File: config.mk
export PLATFORM = sky130hd
export DESIGN_NAME = ntt_stage_controller
export DESIGN_NICKNAME = d
export VERILOG_FILES = /design/src/rtl/ntt_stage_controller.sv
export SDC_FILE = /design/constraint.sdc
export NUM_CORES = 1
export LEC_CHECK = 0
export ABC_AREA = 1
export CAP_MARGIN = 25
export CORE_MARGIN = 4
export CORE_UTILIZATION = 50
export CTS_CLUSTER_SIZE = 25
export DETAILED_ROUTE_END_ITERATION = 12
export GPL_TIMING_DRIVEN = 1
export PLACE_DENSITY = 0.86
export SLEW_MARGIN = 20
export SYNTH_ARGS = -nofsm -noshare
export SYNTH_HDL_FRONTEND = slang
export SYNTH_SLANG_ARGS = --single-unit
File: constraint.sdc
create_clock -name clk -period 8.55 [get_ports clk]
set_clock_uncertainty 0.1 [all_clocks]
set_input_delay 1.71 -clock clk [delete_from_list [all_inputs] [get_ports clk]]
set_output_delay 1.71 -clock clk [all_outputs]
set_load 0.01 [all_outputs]
File: src/rtl/ntt_stage_controller.sv
// ---------------------------------------------------------------------------
// ntt_stage_controller
//
// Sequences a complete 256-point Kyber NTT (or unscaled inverse NTT) over a
// dual-port coefficient RAM. The transform has 7 layers. Each layer reads 128
// coefficient pairs in place, sends each pair with its twiddle index to an
// external butterfly, and writes the returned U/V back to the addresses the
// pair was read from.
//
// Ports:
//   clk, r               clock; synchronous active-high reset
//   i_start, i_inverse   run request and mode (both sampled only in IDLE)
//   o_busy, o_done       run in progress / one-cycle completion pulse
//   o_protocol_err       sticky: butterfly returned a result nobody awaited
//   o_rd_en, o_rd_addr_* pair read strobe and addresses (j, j+len)
//   i_rd_data_*          RAM read data, valid one cycle after o_rd_en
//   o_bf_valid_in, o_bf_inverse, o_bf_in_*, o_zeta_idx   pair to butterfly
//   i_bf_valid_out, i_bf_u, i_bf_v                      butterfly result
//   o_wr_en, o_wr_addr_*, o_wr_data_*                   in-place writeback
// ---------------------------------------------------------------------------
module ntt_stage_controller #(
    parameter int N          = 256,
    parameter int BF_LATENCY = 3,
    parameter int W          = 12
) (
    input  logic         clk,
    input  logic         r,
    input  logic         i_start,
    input  logic         i_inverse,
    output logic         o_busy,
    output logic         o_done,
    output logic         o_protocol_err,
    output logic         o_rd_en,
    output logic [7:0]   o_rd_addr_a,
    output logic [7:0]   o_rd_addr_b,
    input  logic [W-1:0] i_rd_data_a,
    input  logic [W-1:0] i_rd_data_b,
    output logic         o_bf_valid_in,
    output logic         o_bf_inverse,
    output logic [W-1:0] o_bf_in_1,
    output logic [W-1:0] o_bf_in_2,
    output logic [6:0]   o_zeta_idx,
    input  logic         i_bf_valid_out,
    input  logic [W-1:0] i_bf_u,
    input  logic [W-1:0] i_bf_v,
    output logic         o_wr_en,
    output logic [7:0]   o_wr_addr_a,
    output logic [7:0]   o_wr_addr_b,
    output logic [W-1:0] o_wr_data_a,
    output logic [W-1:0] o_wr_data_b
);

    localparam int HALF   = N / 2;           // pairs per layer
    localparam int LAYERS = $clog2(N) - 1;   // 7 layers for N=256

    typedef enum logic [1:0] {
        S_IDLE,
        S_ISSUE,
        S_DRAIN,
        S_DONE
    } state_t;

    state_t       r_state;
    state_t       w_next_state;

    logic         r_inverse;
    logic [2:0]   r_layer;
    logic [6:0]   r_pair;
    logic         r_bf_valid;
    logic [6:0]   r_zeta;
    logic [7:0]   r_outstanding;
    logic         r_protocol_err;
    logic [7:0]   r_pipe_a [BF_LATENCY+1];
    logic [7:0]   r_pipe_b [BF_LATENCY+1];

    logic         w_issue;
    logic [3:0]   w_shift;
    logic [7:0]   w_len;
    logic [7:0]   w_group;
    logic [7:0]   w_addr_a;
    logic [7:0]   w_addr_b;
    logic [6:0]   w_zeta;
    logic         w_wr_en;
    logic [7:0]   w_out_next;

    assign w_issue = (r_state == S_IDLE) ? 1'b0 : (r_state == S_ISSUE);

    // Pair index p (0..127) maps to j = group*2*len + (p mod len), which
    // simplifies to p + group*len with group = p / len and len = 2^shift.
    // Forward layers run len = 128..2, inverse layers run len = 2..128.
    always_comb begin
        // NOTE: every always_comb output gets a default first so no path
        // leaves it unassigned; otherwise a latch is inferred.
        w_shift  = r_inverse ? ({1'b0, r_layer} + 4'd1) : (4'd7 - {1'b0, r_layer});
        w_len    = 8'd1 << w_shift;
        w_group  = {1'b0, r_pair} >> w_shift;
        w_addr_a = {1'b0, r_pair} + (w_group << w_shift);
        w_addr_b = w_addr_a + w_len;
        // Forward twiddles count up from 2^layer; inverse twiddles count down
        // from 127 across the whole run, i.e. from (128 >> layer) - 1.
        w_zeta   = r_inverse ? ((7'd127 >> r_layer) - w_group[6:0])
                             : ((7'd1 << r_layer) + w_group[6:0]);
    end

    // A result with nothing outstanding is a protocol fault and is not written.
    assign w_wr_en    = i_bf_valid_out && (r_outstanding != 8'd0);
    assign w_out_next = r_outstanding + {7'd0, r_bf_valid} - {7'd0, w_wr_en};

    // ---------------- FSM: state register ----------------
    always_ff @(posedge clk) begin
        // NOTE: sequential state uses non-blocking assignments so every
        // register samples pre-edge values regardless of block ordering.
        if (r) begin
            r_state <= S_IDLE;
        end else begin
            r_state <= w_next_state;
        end
    end

    // ---------------- FSM: next state ----------------
    always_comb begin
        w_next_state = r_state;
        case (r_state)
            S_IDLE:  if (i_start) w_next_state = S_ISSUE;
            S_ISSUE: if (r_pair == 7'(HALF - 1)) w_next_state = S_DRAIN;
            // The layer is finished when the last outstanding result is
            // written; the next layer's reads then see every write.
            S_DRAIN: if (w_wr_en && (w_out_next == 8'd0)) begin
                         w_next_state = (r_layer == 3'(LAYERS - 1)) ? S_DONE : S_ISSUE;
                     end
            S_DONE:  w_next_state = S_IDLE;
            default: w_next_state = S_IDLE;
        endcase
    end

    // ---------------- FSM: outputs ----------------
    always_comb begin
        o_busy      = (r_state == S_ISSUE) || (r_state == S_DRAIN);
        o_done      = (r_state == S_DONE);
        o_rd_en     = w_issue;
        o_rd_addr_a = w_issue ? w_addr_a : 8'd0;
        o_rd_addr_b = w_issue ? w_addr_b : 8'd0;
        o_wr_en     = w_wr_en;
        o_wr_addr_a = w_wr_en ? r_pipe_a[BF_LATENCY] : 8'd0;
        o_wr_addr_b = w_wr_en ? r_pipe_b[BF_LATENCY] : 8'd0;
        o_wr_data_a = w_wr_en ? i_bf_u : '0;
        o_wr_data_b = w_wr_en ? i_bf_v : '0;
    end

    // RAM data arrives one cycle after the read, aligned with r_bf_valid.
    assign o_bf_valid_in  = r_bf_valid;
    assign o_bf_inverse   = r_inverse;
    assign o_bf_in_1      = r_bf_valid ? i_rd_data_a : '0;
    assign o_bf_in_2      = r_bf_valid ? i_rd_data_b : '0;
    assign o_zeta_idx     = r_zeta;
    assign o_protocol_err = r_protocol_err;

    // ---------------- control counters and butterfly issue ----------------
    always_ff @(posedge clk) begin
        if (r) begin
            r_inverse      <= 1'b0;
            r_layer        <= 3'd0;
            r_pair         <= 7'd0;
            r_bf_valid     <= 1'b0;
            r_zeta         <= 7'd0;
            r_outstanding  <= 8'd0;
            r_protocol_err <= 1'b0;
        end else begin
            if ((r_state == S_IDLE) && i_start) begin
                r_inverse <= i_inverse;
                r_layer   <= 3'd0;
                r_pair    <= 7'd0;
            end
            // The 7-bit pair counter wraps to 0 after the 128th pair.
            if (w_issue) begin
                r_pair <= r_pair + 7'd1;
            end
            if ((r_state == S_DRAIN) && (w_next_state == S_ISSUE)) begin
                r_layer <= r_layer + 3'd1;
            end
            r_bf_valid    <= w_issue;
            r_zeta        <= w_issue ? w_zeta : 7'd0;
            r_outstanding <= w_out_next;
            if (i_bf_valid_out && (r_outstanding == 8'd0)) begin
                r_protocol_err <= 1'b1;
            end
        end
    end

    // ---------------- read-address pipe ----------------
    // Stage 0 lines up with o_bf_valid_in; stage BF_LATENCY lines up with the
    // matching i_bf_valid_out, giving the in-place writeback addresses.
    always_ff @(posedge clk) begin
        // NOTE: this array is a short shift register, not a RAM, so it is
        // reset so that a mid-run reset drops every in-flight address.
        if (r) begin
            for (int i = 0; i <= BF_LATENCY; i++) begin
                r_pipe_a[i] <= 8'd0;
                r_pipe_b[i] <= 8'd0;
            end
        end else begin
            r_pipe_a[0] <= w_issue ? w_addr_a : 8'd0;
            r_pipe_b[0] <= w_issue ? w_addr_b : 8'd0;
            for (int i = 1; i <= BF_LATENCY; i++) begin
                r_pipe_a[i] <= r_pipe_a[i-1];
                r_pipe_b[i] <= r_pipe_b[i-1];
            end
        end
    end

endmodule

Word level (Yosys, flattened, before mapping)

Memory sizes are Yosys's and may differ from the RTL's.
Cells that the tools add are included.

Add/subtract/negate cells: 10
Equal/unequal tests: 6
Shift operators: 5
Multiplexer cells: 31
Bitwise operators: 9
Reductions and logical operators: 13

Operators with widths:

| cell                                                              | number |
|---|---|
| 8-bit 2-to-1 mux                                                  | 12 |
| 12-bit 2-to-1 mux                                                 | 4 |
| 7-bit 2-to-1 mux                                                  | 3 |
| 8-bit logical NOT                                                 | 2 |
| 7-bit by 8-bit adder with 8-bit output                            | 1 |
| 8-bit by 1-bit adder with 8-bit output                            | 1 |
| 8-bit adder                                                       | 1 |
| 2-bit 2-to-1 mux                                                  | 4 |
| 1-bit bitwise OR                                                  | 8 |
| 2-bit one-hot mux with 4 select lines                             | 1 |
| 8-bit nonzero test                                                | 1 |
| 1-bit by 4-bit left shift with 8-bit output, first input constant | 1 |
| 8-bit by 4-bit left shift with 8-bit output                       | 1 |
| 7-bit by 4-bit >> shifter with 8-bit output                       | 1 |
| 8-bit by 1-bit subtractor with 8-bit output                       | 1 |
| 7-bit by 1-bit adder with 7-bit output, second input constant     | 1 |
| 7-bit adder                                                       | 1 |
| 7-bit equality test, second input constant                        | 1 |
| 1-bit by 3-bit left shift with 7-bit output, first input constant | 1 |
| 7-bit by 3-bit >> shifter with 7-bit output, first input constant | 1 |
| 7-bit subtractor                                                  | 1 |
| 3-bit 2-to-1 mux                                                  | 2 |
| 1-bit logical AND                                                 | 5 |
| 3-bit by 1-bit adder with 4-bit output, second input constant     | 1 |
| other kinds (12)                                                  | 18 |

Bits in registers: 30
Memory bits (writable): 64
Bits of input ports: 53
Output and inout bits: 94
Logic and storage cells: 84
Memories: 2

Memories:

| memory   | words | width | rd ports | clocked after memory_dff | write ports | RTL line | text |
|---|---|---|---|---|---|---|---|
| r_pipe_a | 4     | 8     | 4        | 0                        | 4           | 73       | `logic [7:0] r_pipe_a [BF_LATENCY+1];` |
| r_pipe_b | 4     | 8     | 4        | 0                        | 4           | 74       | `logic [7:0] r_pipe_b [BF_LATENCY+1];` |

Longest topological paths before layout

Gate-level depths: netlist of run 1.

Depth in word-level cells: 10
Gate-level depth with buffers: 29
Gate-level depth less buffers: 28

Worst setup path after synthesis of run 1

Ideal clock, no wire load.

Kind: register to output
Start point: register r_layer[2]
End point: output o_rd_addr_b[7]
Arrival: 4091 ps
Data required time: 6740 ps
Path slack: 2649 ps
Cell stages (with the launch flop): 29
Path buffers: 1
Path through: dfxtp_1 > clkbuf_1 > inv_1 > ha_1 > o21ai_4 > inv_2 > nor2_8 > inv_2 > nand2_1 > nand2_2 > nand2_1 > o21ai_1 > or2_1 > nor2_1 > ha_1 > nand3_1 > nand2_1 > xor2_1 > inv_1 > ha_1 > inv_1 > nor2_1 > nor2_1 > o21bai_1 > nand2_1 > nand2_1 > a21oi_1 > xor2_1 > nor2_1

Cells in the longest elaborated chain, start to end: 7

Ends and longest elaborated chain:

| element                                                                                                      | RTL line | text |
|---|---|---|
| start: declaration                                                                                           | 67       | `logic [2:0] r_layer;` |
| start signal: assignment                                                                                     | 179      | `r_layer <= r_layer + 3'd1;` |
| 3-bit by 3-bit subtractor with 4-bit output / 3-bit by 1-bit adder with 4-bit output (equally long branches) | 94       | `w_shift = r_inverse ? ({1'b0, r_layer} + 4'd1) : (4'd7 - {1'b0, r_layer});` |
| 4-bit 2-to-1 mux (*)                                                                                         | 94       |  |
| 7-bit by 4-bit >> shifter with 8-bit output                                                                  | 96       | `w_group = {1'b0, r_pair} >> w_shift;` |
| 8-bit by 4-bit left shift with 8-bit output                                                                  | 97       | `w_addr_a = {1'b0, r_pair} + (w_group << w_shift);` |
| 7-bit by 8-bit adder with 8-bit output                                                                       | 97       |  |
| 8-bit adder (*)                                                                                              | 98       | `w_addr_b = w_addr_a + w_len;` |
| 8-bit 2-to-1 mux (*)                                                                                         | 142      | `o_rd_addr_b = w_issue ? w_addr_b : 8'd0;` |
| end: declaration                                                                                             | 35       | `output logic [7:0] o_rd_addr_b,` |

Mark *: on every way between the ends. The rest lies on a longest branch, timed or not.

Worst setup path in the final report of run 1

Start point: register r_layer[0]
End point: output o_rd_addr_b[6]

The elaborated chain is that of the path after synthesis.

==> results.tsv, run 1 <==
stage	metric	value	unit
outcome	status	finished clean	
cells_and_area	drive_gt1_share	5.348	%
cells_and_area	fill_cells	876	
logic_synthesis	synthesis.area	5719	um2
placed_design	port_buffers	146	
setup_path	slowest_delay	650	ps
pwr	p_seq_share	34.2	%
clock_network	cts.clk_slew.worst_paths	70	ps
die	die_w	115.0	um
setup_path	slowest_stage	dfxtp_1	
sta	fmax	0.1318	GHz
sta	hold_ws	296.2	ps
logic_synthesis	ys_seq_elements	94	
sta	drv_slew	0	
clock_network	cts_tree	yes	
detailed_routing	avgRoutedWirePerCell	12.11	um
grt	grtUsageTotal	20.84	%
sta	finalSetupViolCount	0	
sta	setup_ws	959.9	ps
pwr	p_leak	3.608	nW
clock_network	post_cts_buffers	0	
logic_synthesis	synth.yosys.warnings	0	
logic_synthesis	avgSynthCellArea	6.721	um2
pwr	finalPower	1.407	mW
setup_path	critPathLaunch	r_layer[0]	
setup_path	setup.worst_path.end_class	output pin	
detailed_routing	viasPerCell	4.686	
setup_path	crit_path_cell_trace	inv_2, ha_1, o21ai_4, nand2_1, o21ai_1, o21ai_1, a31oi_2, o21ai_1, or2_1, nor2_1, ha_1, nand3_1, nand2_1, xor2_1, inv_1, ha_1, a21oi_1, and2_1, nor2_1, o21ai_0, a21boi_0, nor3_1, clkdlybuf4s50_1	
logic_synthesis	seq_area_frac_synth	32.90	%
die	core	11030	um2
clock_network	cts-root-buf	clkbuf_16	
clock_network	hold_buffers	0	
sta	post-route-period-util	88.77	%
logic_synthesis	synthFlopType	dfxtp_1	
hold_path	min_path_cells	2	
setup_path	start_kind	register	
hold_path	min_to	r_pipe_a[3][2]	
sta	worstMarginPinSlew	865.4	ps
grt	grt_overflow	0	
logic_synthesis	synth_area_leaders	dfxtp_1 (33%), inv_1 (13%), ha_1 (11%)	
die	io_pins	147	
pwr	pwr-share-clk	27.5	%
clock_network	clock_tree.buffer_depth	2	
logic_synthesis	yosysUniqueCellTypes	47	
hold_path	min_path_type	register to register	
setup_path	worstSetupPathType	register to output pin	
detailed_routing	drtIter0Drc	336	
placed_design	hpwlAfterDp	10.72	mm
logic_synthesis	syn-num-nets	960	
flow_run	drv_cap	0	
setup_path	crit_family	compound AO/OA/AOI/OAI gates	
pwr	p_int	893.6	uW
cells_and_area	multi_input_area	2925	um2
cells_and_area	diodes	0	
sta	grt_setup_unrepaired	no	
detailed_routing	drc	0	
setup_path	worstPathArrival	5780	ps
logic_synthesis	synth_cells	851	
hold_path	holdCritStartpoint	r_pipe_a[2][2]	
placed_design	routabilityCongestion	0.9440	
cells_and_area	seq_area	1882	um2
placed_design	place_ws	1476	ps
grt	grt_pass1_vias	4905	
clock_network	clkSinkCount	94	
grt	antenna_found_initial	0	
cells_and_area	syn_to_final_growth	32.31	%
setup_path	r2r_slack	3440	ps
sta	slew_headroom	42.23	%
die	start_util	51.85	%
grt	grt_pass1_wl	22.38	mm
clock_network	cts_resized	0	
pwr	p_sw	513.4	uW
cells_and_area	final_common_cell	inv_1	
logic_synthesis	synthArstFlopShare	0	%
setup_path	worstPathRequired	6740	ps
logic_synthesis	synth.largest_area_cell	dfxtp_1	
die	die_h	115.0	um
pwr	power.share.switching	36.49	%
pwr	ir_drop	0.1282	mV
detailed_routing	wirelength	13.70	mm
sta	tns	0	ps
logic_synthesis	synth_top_area_share	32.90	%
pwr	p_comb_share	38.3	%
logic_synthesis	synth-edff-count	0	
die	dieArea	13210	um2
sta	post-route-min-period	7590	ps
detailed_routing	dr.pass1.iters	5	
sta	hold_viol_final	0	
cells_and_area	nets	1095	
setup_path	path_max_fanout	15	
detailed_routing	ant_nets	0	
clock_network	clock_latency	340	ps
die	rows	38	
clock_network	htree_levels	3	
detailed_routing	vias	5300	
setup_path	r2r-start	r_layer[0]	
clock_network	cts_inserted_buffers	9	
setup_path	cp.buffers_inverters	3	
grt	grt_start_max_net_pins	77	
setup_path	reg2reg_depth	22	
cells_and_area	final_cell_mix	inv_1 (202), nor2_1 (170), clkdlybuf4s50_1 (145), nand2_1 (122), dfxtp_1 (94)	
pwr	power_density	185.9	nW/um2
setup_path	crit-reg2reg-capture	r_pipe_b[0][6]	
## worst reg2reg max path, cell delays in order, from the launching register on
cell      delay (ps)
dfxtp_1          650
inv_2            200
ha_1             400
o21ai_4          400
nand2_1           90
o21ai_1          150
o21ai_1          100
a31oi_2          310
o21ai_1          120
or2_1            240
nor2_1           190
ha_1             270
nand3_1           80
nand2_1           80
xor2_1           220
inv_1             70
ha_1             340
a21oi_1          190
and2_1           180
nor2_1            70
o21ai_0          200
a21boi_0         160
nor4_1           210
## power groups by stage
stage | sequential, mW | combinational (mW) | clock [mW]
floorplan | 0.487 | 0.377 | 0
global placement | 0.491 | 0.523 | 0
detailed placement | 0.492 | 0.538 | 0
CTS | 0.481 | 0.541 | 0.396
global route | 0.484 | 0.610 | 0.415
finish | 0.481 | 0.539 | 0.387
## sequential cells by signal, indices dropped and copies added (netlist names), 2 cells and up
signal / cells
r_state: 2
r_pair: 7
r_pipe_b: 32
o_zeta_idx: 7
r_outstanding: 8
r_layer: 3
r_pipe_a: 32
## worst max-delay path by stage
stage	to	slack, ps	cells past startpoint
floorplan	o_rd_addr_b[7]	2650	28
global placement	o_rd_addr_b[7]	1670	26
detailed placement	o_rd_addr_b[7]	1480	26
CTS	o_rd_addr_b[6]	1050	23
global route	o_rd_addr_b[7]	430	26
finish	o_rd_addr_b[6]	960	23
## layout make-up
| cell class | count | share of cell area (%) |
|---|---|---|
| clock buffer | 9 | 2.976 |
| timing repair buffer | 149 | 19.54 |
| multi-input combinational | 518 | 38.66 |
| inverter | 214 | 10.65 |
| tap | 140 | 2.315 |
| clock inverter | 7 | 0.9921 |
| sequential | 94 | 24.87 |
## per-layer routing
metal / global-route usage [%] / share of wire [%]
met5: 0 / 0
met4: 8.372 / 2.9
met1: 25.06 / 43
met2: 36.30 / 49
met3: 4.263 / 5.3
## metrics by stage
stage / cells / util (%) / area (um2)
after global placement: 1115 / 65.88 / 7267
after detailed placement: 1115 / 65.88 / 7267
after floorplan: 851 / - / 5719
final: 1131 / 68.60 / 7567
after CTS: 1131 / 68.60 / 7567
after global routing: 1131 / 68.60 / 7567
## synthesized netlist by cell type (2+ instances only)
| library cell | number |
|---|---|
| or2_2 | 2 |
| dfxtp_1 | 94 |
| inv_2 | 10 |
| or2_1 | 3 |
| nand3_2 | 2 |
| nor2_1 | 170 |
| fa_1 | 5 |
| nand3_1 | 25 |
| inv_1 | 202 |
| nand4_1 | 5 |
| buf_1 | 6 |
| nor3_1 | 13 |
| o21ai_1 | 10 |
| a31oi_1 | 2 |
| nand2_1 | 122 |
| nand3b_1 | 2 |
| xor2_1 | 9 |
| o211ai_1 | 2 |
| xnor2_1 | 4 |
| o21ai_4 | 2 |
| a21oi_2 | 5 |
| o21bai_1 | 3 |
| nand2_2 | 4 |
| o21ai_0 | 13 |
| a211oi_1 | 2 |
| a21oi_1 | 38 |
| ha_1 | 51 |
| clkbuf_1 | 13 |
| and2_1 | 3 |
| buf_4 | 2 |
| buf_2 | 4 |
| nor4_1 | 6 |
| o22ai_1 | 3 |
## logic make-up (layout without fill, tap and decap cells)
logic type / count (synthesis) / after routing / share of synthesized area (%)
buffers and inverters: 239 / 379 / 15.95
multiplexers: 1 / 1 / 0.1750
XOR/XNOR: 14 / 14 / 2.275
AND/OR/NAND/NOR: 363 / 363 / 27.04
AO/OA/AOI/OAI: 84 / 84 / 8.751
flip-flops: 94 / 94 / 32.90
adder cells (fa/ha/maj): 56 / 56 / 12.91
No activity file was read; power rests on OpenSTA's default activity.
==> run 2: changes to the inputs <==
--- a/config.mk
+++ b/config.mk
@@ -8,11 +8,11 @@
 export ABC_AREA = 1
 export CAP_MARGIN = 25
 export CORE_MARGIN = 4
-export CORE_UTILIZATION = 50
+export CORE_UTILIZATION = 45
 export CTS_CLUSTER_SIZE = 25
 export DETAILED_ROUTE_END_ITERATION = 12
 export GPL_TIMING_DRIVEN = 1
-export PLACE_DENSITY = 0.86
+export PLACE_DENSITY = 0.79
 export SLEW_MARGIN = 20
 export SYNTH_ARGS = -nofsm -noshare
 export SYNTH_HDL_FRONTEND = slang
==> results.tsv, run 2 (synthesized netlist as in run 1, its figures left out) <==
stage	metric	value	unit	change
hold_path	min_path_type	register to register		
grt	grt_pass1_wl	22.60	mm	+0.96%
clock_network	post_cts_buffers	0		unchanged
die	start_util	46.83	%	-5.0 points
detailed_routing	avgRoutedWirePerCell	11.61	um	-4.1%
sta	setup_ws	1121	ps	+160.6 ps
clock_network	hold_buffers	0		unchanged
clock_network	clkSinkCount	94		unchanged
detailed_routing	top_layer	met4		
cells_and_area	syn_to_final_growth	33.38	%	
cells_and_area	reg_top3	r_pipe_a x32, r_pipe_b x32, r_outstanding x8		
outcome	status	finished clean		
placed_design	place_ws	1527	ps	+51.02 ps
grt	grt_overflow	0		unchanged
sta	tns	0	ps	unchanged
placed_design	port_buffers	146		unchanged
die	die_w	120.7	um	+5.0%
sta	hold_viol_final	0		unchanged
detailed_routing	wirelength	13.46	mm	-1.8%
pwr	p_leak	3.623	nW	+0.43%
cells_and_area	nets	1095		unchanged
grt	grtUsageTotal	18.84	%	-2.0 points
sta	post-route-min-period	7429	ps	-160.6 ps
detailed_routing	drtIter0Drc	313		-6.8%
setup_path	critPathLaunch	r_layer[0]		
clock_network	cts.clk_slew.worst_paths	70	ps	about the same
placed_design	hpwlAfterDp	10.54	mm	-1.7%
die	core	12210	um2	+11%
detailed_routing	ant_nets	0		unchanged
clock_network	cts_tree	yes		
setup_path	start_kind	register		
sta	grt_setup_unrepaired	no		
sta	slew_headroom	43.75	%	+1.5 points
setup_path	path_max_fanout	32		+17
detailed_routing	drc	0		unchanged
pwr	ir_drop	0.08759	mV	-32%
clock_network	clock_latency	340	ps	about the same
cells_and_area	final_common_cell	inv_1		
cells_and_area	fill_cells	1113		+27%
flow_run	drv_cap	0		unchanged
setup_path	worstPathArrival	5620	ps	-160 ps
die	rows	40		+5.3%
sta	drv_slew	0		unchanged
cells_and_area	drive_gt1_share	5.247	%	-0.10 points
detailed_routing	route.met2.wl	6.582	mm	-1.9%
clock_network	htree_levels	3		unchanged
grt	grt_start_max_net_pins	77		unchanged
die	io_pins	147		unchanged
placed_design	routabilityCongestion	0.8726		-7.6%
setup_path	setup.worst_path.end_class	output pin		
grt	grt_pass1_vias	4921		+0.33%
die	die_h	120.7	um	+5.0%
detailed_routing	met3_length	797	um	+9.8%
setup_path	r2r-start	r_layer[0]		
detailed_routing	met1_length	5.899	mm	+0.51%
clock_network	cts_resized	0		unchanged
setup_path	worstSetupPathType	register to output pin		
sta	fmax	0.1346	GHz	+2.2%
detailed_routing	vias	5274		-0.49%
pwr	power_density	192.0	nW/um2	+3.3%
clock_network	clock_tree.buffer_depth	2		unchanged
grt	antenna_found_initial	0		unchanged
setup_path	worstPathRequired	6740	ps	about the same
sta	worstMarginPinSlew	842.6	ps	-22.81 ps
clock_network	cts_inserted_buffers	9		unchanged
die	dieArea	14580	um2	+10%
cells_and_area	fin_util	62.47	%	-6.1 points
detailed_routing	viasPerCell	4.550		-2.9%
sta	post-route-period-util	86.89	%	-1.9 points
detailed_routing	dr.pass1.iters	7		+2
sta	finalSetupViolCount	0		unchanged
cells_and_area	final_cell_mix	inv_1 (202), nor2_1 (170), clkdlybuf4s50_1 (145), nand2_1 (122), dfxtp_1 (94)		
sta	hold_ws	294.3	ps	-1.939 ps
clock_network	cts-root-buf	clkbuf_16		
hold_path	holdCritStartpoint	r_pipe_a[1][6]		
cells_and_area	diodes	0		unchanged
[run 2: cell types whose count changed in the layout (fill, tap and decap cells not counted)]
cell / change
clkbuf_1: +1
clkinv_4: -2
inv_6: +3
inv_8: -2
clkinv_8: -1
bufinv_16: +2
clkinvlp_4: -1
[run 2: path summary, 6_finish.rpt]
path                     to  slack, ps  depth (start not counted)
max reg2reg  r_pipe_b[0][6]       3500                         24
min reg2reg  r_pipe_a[2][6]        290                          2
min          r_pipe_a[2][6]        290                          2
max          o_rd_addr_b[7]       1120                         27
[run 2: routing by layer]
metal | vias to the layer above | track usage, %
met2 | 130 | 33.29
met3 | 15 | 4.069
met5 | - | 0
li1 | 2818 | -
met1 | 2311 | 22.59
met4 | 0 | 6.374
[run 2: final cells by class]
cell class	instances	area, um2	area share [%]
flip-flops and latches	94	1882	24.67
well taps	168	210.2	2.755
clock buffers	10	229.0	3.001
inverters	214	805.8	10.56
repair buffers	149	1479	19.39
clock inverters	6	97.59	1.279
multi-input cells	518	2925	38.35
[run 2: power by group]
part | switching, mW | internal, mW | leakage (nW)
registers | 0.0175 | 0.464 | 0.761
clock network | 0.177 | 0.262 | 0.160
logic | 0.321 | 0.223 | 2.70
[run 2: metrics by stage]
stage | instance area (um2) | instances | power (mW)
after floorplan | 5719 | 851 | 0.8637
after global placement | 7302 | 1143 | 1.019
after detailed placement | 7302 | 1143 | 1.031
after CTS | 7629 | 1159 | 1.473
after global routing | 7629 | 1159 | 1.570
final | 7629 | 1159 | 1.465
[run 2: worst max-delay path: stages (launching register included)]
cell	delay, ps
dfxtp_1	310
buf_4	290
inv_2	170
ha_1	380
o21ai_4	390
inv_2	200
o31ai_1	270
nand2_2	120
nand2_1	80
o21ai_1	80
or2_1	240
nor2_1	190
ha_1	270
nand3_1	80
nand2_1	80
xor2_1	210
inv_1	70
ha_1	340
inv_1	50
nor2_1	190
nor2_1	60
o21bai_1	170
nand2_1	110
nand2_1	70
a21oi_1	70
xor2_1	150
nor2_1	90
clkdlybuf4s50_1	560
